$ cat config.mk
export PLATFORM = sky130hd
export DESIGN_NAME = tx_frame_sched
export DESIGN_NICKNAME = d
export VERILOG_FILES = /design/src/rtl/tx_frame_sched.sv
export SDC_FILE = /design/constraint.sdc
export NUM_CORES = 1
export LEC_CHECK = 0
export CAP_MARGIN = 25
export CORE_UTILIZATION = 45
export CTS_BUF_LIST = sky130_fd_sc_hd__clkbuf_4
export DETAILED_ROUTE_END_ITERATION = 7
export PLACE_DENSITY = 0.9
export SYNTH_ARGS = -nofsm -noshare
export SYNTH_HDL_FRONTEND = slang
export SYNTH_SLANG_ARGS = --single-unit
$ cat constraint.sdc
create_clock -name clk -period 6.9 [get_ports clk]
set_input_delay 1.38 -clock clk [delete_from_list [all_inputs] [get_ports clk]]
set_output_delay 1.38 -clock clk [all_outputs]
set_load 0.05 [all_outputs]
$ cat src/rtl/tx_frame_sched.sv
// tx_frame_sched: round-robin scheduler sharing one UART TX byte port between
// several frame sources. Each granted source is walked byte by byte into the
// TX FIFO under tx_full backpressure.
// Optional feature macro: TX_FRAME_SCHED_ABORT_EN (dropping the granted req
// mid-frame truncates the frame and finishes it with a done pulse).
module tx_frame_sched #(
    parameter int NUM_REQ  = 3,
    parameter int DBITS    = 8,
    parameter int LEN_BITS = 6,
    parameter int MAX_LEN  = 32
) (
    input  logic                         clk,
    input  logic                         reset,
    input  logic [NUM_REQ-1:0]           req,
    input  logic [NUM_REQ*LEN_BITS-1:0]  req_len,
    output logic [NUM_REQ-1:0]           grant,
    output logic [LEN_BITS-1:0]          rd_idx,
    input  logic [DBITS-1:0]             rd_data,
    output logic [DBITS-1:0]             tx_data,
    output logic                         tx_wr,
    input  logic                         tx_full,
    output logic [NUM_REQ-1:0]           done,
    output logic                         busy
);

    localparam int IDX_W = (NUM_REQ > 1) ? $clog2(NUM_REQ) : 1;

    typedef enum logic [1:0] {
        ST_IDLE = 2'd0,
        ST_SEND = 2'd1,
        ST_DONE = 2'd2
    } state_t;

    state_t              r_state;
    logic [NUM_REQ-1:0]  r_grant;
    logic [LEN_BITS-1:0] r_len;
    logic [LEN_BITS-1:0] r_rd_idx;
    logic [IDX_W-1:0]    r_last;

    logic                w_found;
    logic [IDX_W-1:0]    w_pick;
    int                  w_cand;
    logic [LEN_BITS-1:0] w_pick_len;
    logic [LEN_BITS-1:0] w_len;
    logic [NUM_REQ-1:0]  w_onehot;
    logic                w_abort;
    logic                w_write;

    // Round-robin search: first set req bit starting just after the last served source.
    always_comb begin
        w_found = 1'b0;
        w_pick  = '0;
        w_cand  = 0;
        for (int k = 1; k <= NUM_REQ; k++) begin
            w_cand = (int'(r_last) + k) % NUM_REQ;
            if (!w_found && req[IDX_W'(w_cand)]) begin
                w_found = 1'b1;
                w_pick  = IDX_W'(w_cand);
            end
        end
    end

    assign w_pick_len = req_len[int'(w_pick)*LEN_BITS +: LEN_BITS];
    assign w_len      = (w_pick_len > LEN_BITS'(MAX_LEN)) ? LEN_BITS'(MAX_LEN) : w_pick_len;
    assign w_onehot   = NUM_REQ'(1) << w_pick;

`ifdef TX_FRAME_SCHED_ABORT_EN
    assign w_abort = (r_state == ST_SEND) && ((req & r_grant) == '0);
`else
    assign w_abort = 1'b0;
`endif

    assign w_write = (r_state == ST_SEND) && !tx_full && !w_abort;

    assign grant   = r_grant;
    assign rd_idx  = r_rd_idx;
    assign tx_wr   = w_write;
    assign tx_data = (r_state == ST_SEND) ? rd_data : '0;
    assign done    = (r_state == ST_DONE) ? r_grant : '0;
    assign busy    = (r_state != ST_IDLE);

    // Frame FSM: arbitrate in IDLE, stream bytes in SEND, pulse done in DONE.
    always_ff @(posedge clk or posedge reset) begin
        if (reset) begin
            r_state  <= ST_IDLE;
            r_grant  <= '0;
            r_len    <= '0;
            r_rd_idx <= '0;
            r_last   <= IDX_W'(NUM_REQ - 1);
        end else begin
            case (r_state)
                ST_IDLE: begin
                    if (w_found) begin
                        r_grant  <= w_onehot;
                        r_last   <= w_pick;
                        r_rd_idx <= '0;
                        r_len    <= w_len;
                        r_state  <= (w_len != '0) ? ST_SEND : ST_DONE;
                    end
                end
                ST_SEND: begin
                    if (w_abort) begin
                        r_state <= ST_DONE;
                    end else if (w_write) begin
                        r_rd_idx <= r_rd_idx + LEN_BITS'(1);
                        if (r_rd_idx == r_len - LEN_BITS'(1)) begin
                            r_state <= ST_DONE;
                        end
                    end
                end
                ST_DONE: begin
                    r_grant  <= '0;
                    r_rd_idx <= '0;
                    r_state  <= ST_IDLE;
                end
                default: begin
                    r_state <= ST_IDLE;
                end
            endcase
        end
    end

endmodule

==> results_dict.tcl <==
set metrics [dict create \
    outcome "finished, final reports clean" \
    endpoint_kind "output pin" \
    cp-start-kind "input port" \
    synth_common_cells "19 x nand2_1, 18 x dfrtp_1, 13 x nor2_1, 12 x and2_1, 9 x o21ai_0" \
    slew_headroom_pct 52.9 \
    tns_ns 0 \
    post-route-period-util_pct 63.1 \
    synth_top_family_by_area "simple AND/OR/NAND/NOR gates" \
    fin_ws_ns 2.55 \
    ys.flop_type "dfrtp_1" \
    reg2reg_depth 9 \
    arrival_ns 2.97 \
    r2r_slack_ns 3.72 \
    critPathRequiredTime_ns 5.52 \
    ys_seq_elements 19 \
    cts.path.max_buffers 2 \
    die_h_um 59.4 \
    cts_buffers 3 \
    drt_drc_violations_left 0 \
    hold_class "flip-flop to flip-flop" \
    syn_nets 210 \
    timing.rr.end "r_state[0]" \
    vdd_drop_max_uv 222 \
    gp_congestion 0.823 \
    num_vias 1471 \
    insertion_delay_ns 0.30 \
    critPathMaxFanout 5 \
    synth_area_leaders "dfrtp_1 30%, and2_1 5.1%, ha_1 5.1%, nand2_1 4.8%, xnor2_1 3.5%" \
    crit_path_top_delay_cell "clkdlybuf4s50_1" \
    post_cts_resize_count 0 \
    synthAdderAreaFrac_pct 5.07 \
    grtUsageTotal_pct 22.0 \
    yosysSeqAreaShare_pct 32.2 \
    viasPerCell 5.43 \
    drtAntennaViolNets 0 \
    crit_path_max_incr_delay_ns 0.83 \
    dpl_worst_slack_ns 2.54 \
    critical_path_class "input port to output pin" \
    maxCapViolCount 0 \
    hold_ws_ns 0.532 \
    antenna_found_initial 0 \
    grt_overflow 0 \
    muxShareOfSynthArea_pct 4.31 \
    wl_per_cell_um 12.8 \
    cts.sinks 19 \
    synth_compound_area_share_pct 22.6 \
    synth_xor_area_share_pct 6.50 \
    fin_nets 266 \
    drive_gt1_share_pct 7.49 \
    grt_max_degree 20 \
    synth-edff-count 0 \
    grt_pass1_wl_mm 5.87 \
    drv_slew 0 \
    setup_violations 0 \
    timing_hold_violations_final 0 \
    num_rows 20 \
    io_buffer_count 53 \
    grt_pass1_vias 1370 \
    endpoint "tx_wr" \
    fmax_mhz 230 \
    use_met1_pct 27.8 \
    cts_tree "yes" \
    finClkSkew_ns 0.00561 \
    synth.distinct_cells 45 \
    rsz0062_at_grt "false" \
    period_needed_ns 4.35 \
    dieArea_mm2 0.00353 \
    met3_usage_pct 3.49 \
    syn_avg_cell_area_um2 8.61 \
    grt.busiest_layer "met2" \
    critPathLaunch "tx_full" \
    finalWirelength_mm 3.47 \
    synthSimpleGateAreaFrac_pct 26.7 \
    async_reset_ff_share_pct 100 \
    synth_top_area_cell "dfrtp_1" \
    yosysWarningCount 0 \
    cts_setup_buffers 0 \
    r2r-start "r_last[1]" \
    cpMostUsedCell "clkdlybuf4s50_1" \
    synth.most_common_cell "nand2_1" \
    syn_area_mm2 0.00148 \
    start_util_pct 48.1 \
    die_w_um 59.4 \
    drtIter0Drc 67 \
    dr.pass1.iters 4 \
    worstMarginPinSlew_ns 0.705 \
    clk_pin_slew_ns 0.11 \
    yosysTopAreaCellShare_pct 30.4 \
    cts-hold-fix-buffers 0 \
    htreeDepth 1 \
    grtUsageMet2_pct 37.2 \
    min_from "r_len[5]" \
    coreArea_mm2 0.00308 \
    diodes 0 \
    cts-root-buf "clkbuf_4" \
    power_density_mw_per_mm2 508 \
    nFillCells 248 \
    hpwl_mm 2.82 \
    worstPathCellList "clkdlybuf4s50_1, nand2b_1, inv_1, clkdlybuf4s50_1" \
    boundaryPins 54 \
    syn_to_final_growth_pct 40.8 \
    syn-instance-count 172 \
    p_leak_nw 0.869 \
]
==> per-layer routing <==
layer,vias to the layer above,routed length [um],part of all wire [%]
li1,724,-,-
met1,658,1470,42
met3,12,309,8.9
met4,0,89,2.6
met5,-,0,0
met2,77,1590,46
==> state kept, by name, indices dropped and copies added, names as in the netlist <==
signal,count
r_state,2
r_len,6
r_last,2
grant,3
rd_idx,6
==> critical path: cells and delay by family <==
family | cells | cell delay (ns)
buffers and inverters | 3 | 1.41
and+or+nand+nor | 1 | 0.19
==> cell usage in the layout, fill, tap and decap left out, drive strengths merged, types with 3 or more instances in the layout <==
cell,Yosys,routed
clkdlybuf4s50,0,53
nand2,19,19
dfrtp,18,18
nor2,16,16
and2,12,12
o21ai,11,11
inv,8,8
nand3,7,7
xnor2,6,6
ha,6,6
mux2i,6,6
xor2,5,5
a21oi,5,5
nor2b,4,4
nand2b,4,4
a31oi,4,4
a21o,4,4
nor3,3,3
o2bb2ai,3,3
a22o,3,3
clkbuf,1,3
nand3b,3,3
o41ai,3,3
==> power by group <==
group	switching (mW)	total, mW	internal [mW]
clock	0.0356	0.0572	0.0216
combinational	0.484	0.786	0.303
sequential	0.0542	0.215	0.161
==> final cells by class <==
cell class              count  area [um2]  share of cell area (%)
clock buffers               3        22.5                    1.08
clock inverters             1        5.00                   0.240
inverters                   8        30.0                    1.44
multi-input cells         143         966                    46.3
flip-flops and latches     19         477                    22.9
well taps                  44        55.1                    2.64
repair buffers             53         531                    25.4
==> logic make-up (layout without fill, tap and decap cells) <==
| kind of cell | after synthesis | in the layout |
|---|---|---|
| AOI/OAI and AO/OA | 45 | 45 |
| xor gates and xnor gates | 11 | 11 |
| adders and majority gates | 6 | 6 |
| buffers and inverters | 10 | 65 |
| DFF | 19 | 19 |
| muxes | 6 | 6 |
| and+or+nand+nor | 75 | 75 |
==> per-stage QoR <==
step	std cells	area (um2)	utilization [%]	total power, mW
floorplan	172	1480	-	0.799
global placement	267	2060	66.9	0.978
detailed placement	267	2060	66.9	0.998
CTS	271	2090	67.8	1.06
global route	271	2090	67.8	1.14
finish	271	2090	67.8	1.06
==> worst min path at each step <==
stage	endpoint	slack (ns)	cells after the start
global route	r_len[5]	0.58	2
detailed placement	r_len[4]	0.51	2
CTS	r_len[5]	0.54	2
finish	r_len[5]	0.53	2
floorplan	r_len[5]	0.47	2
global placement	r_len[5]	0.49	2
Power figures use the tool's default switching activity.
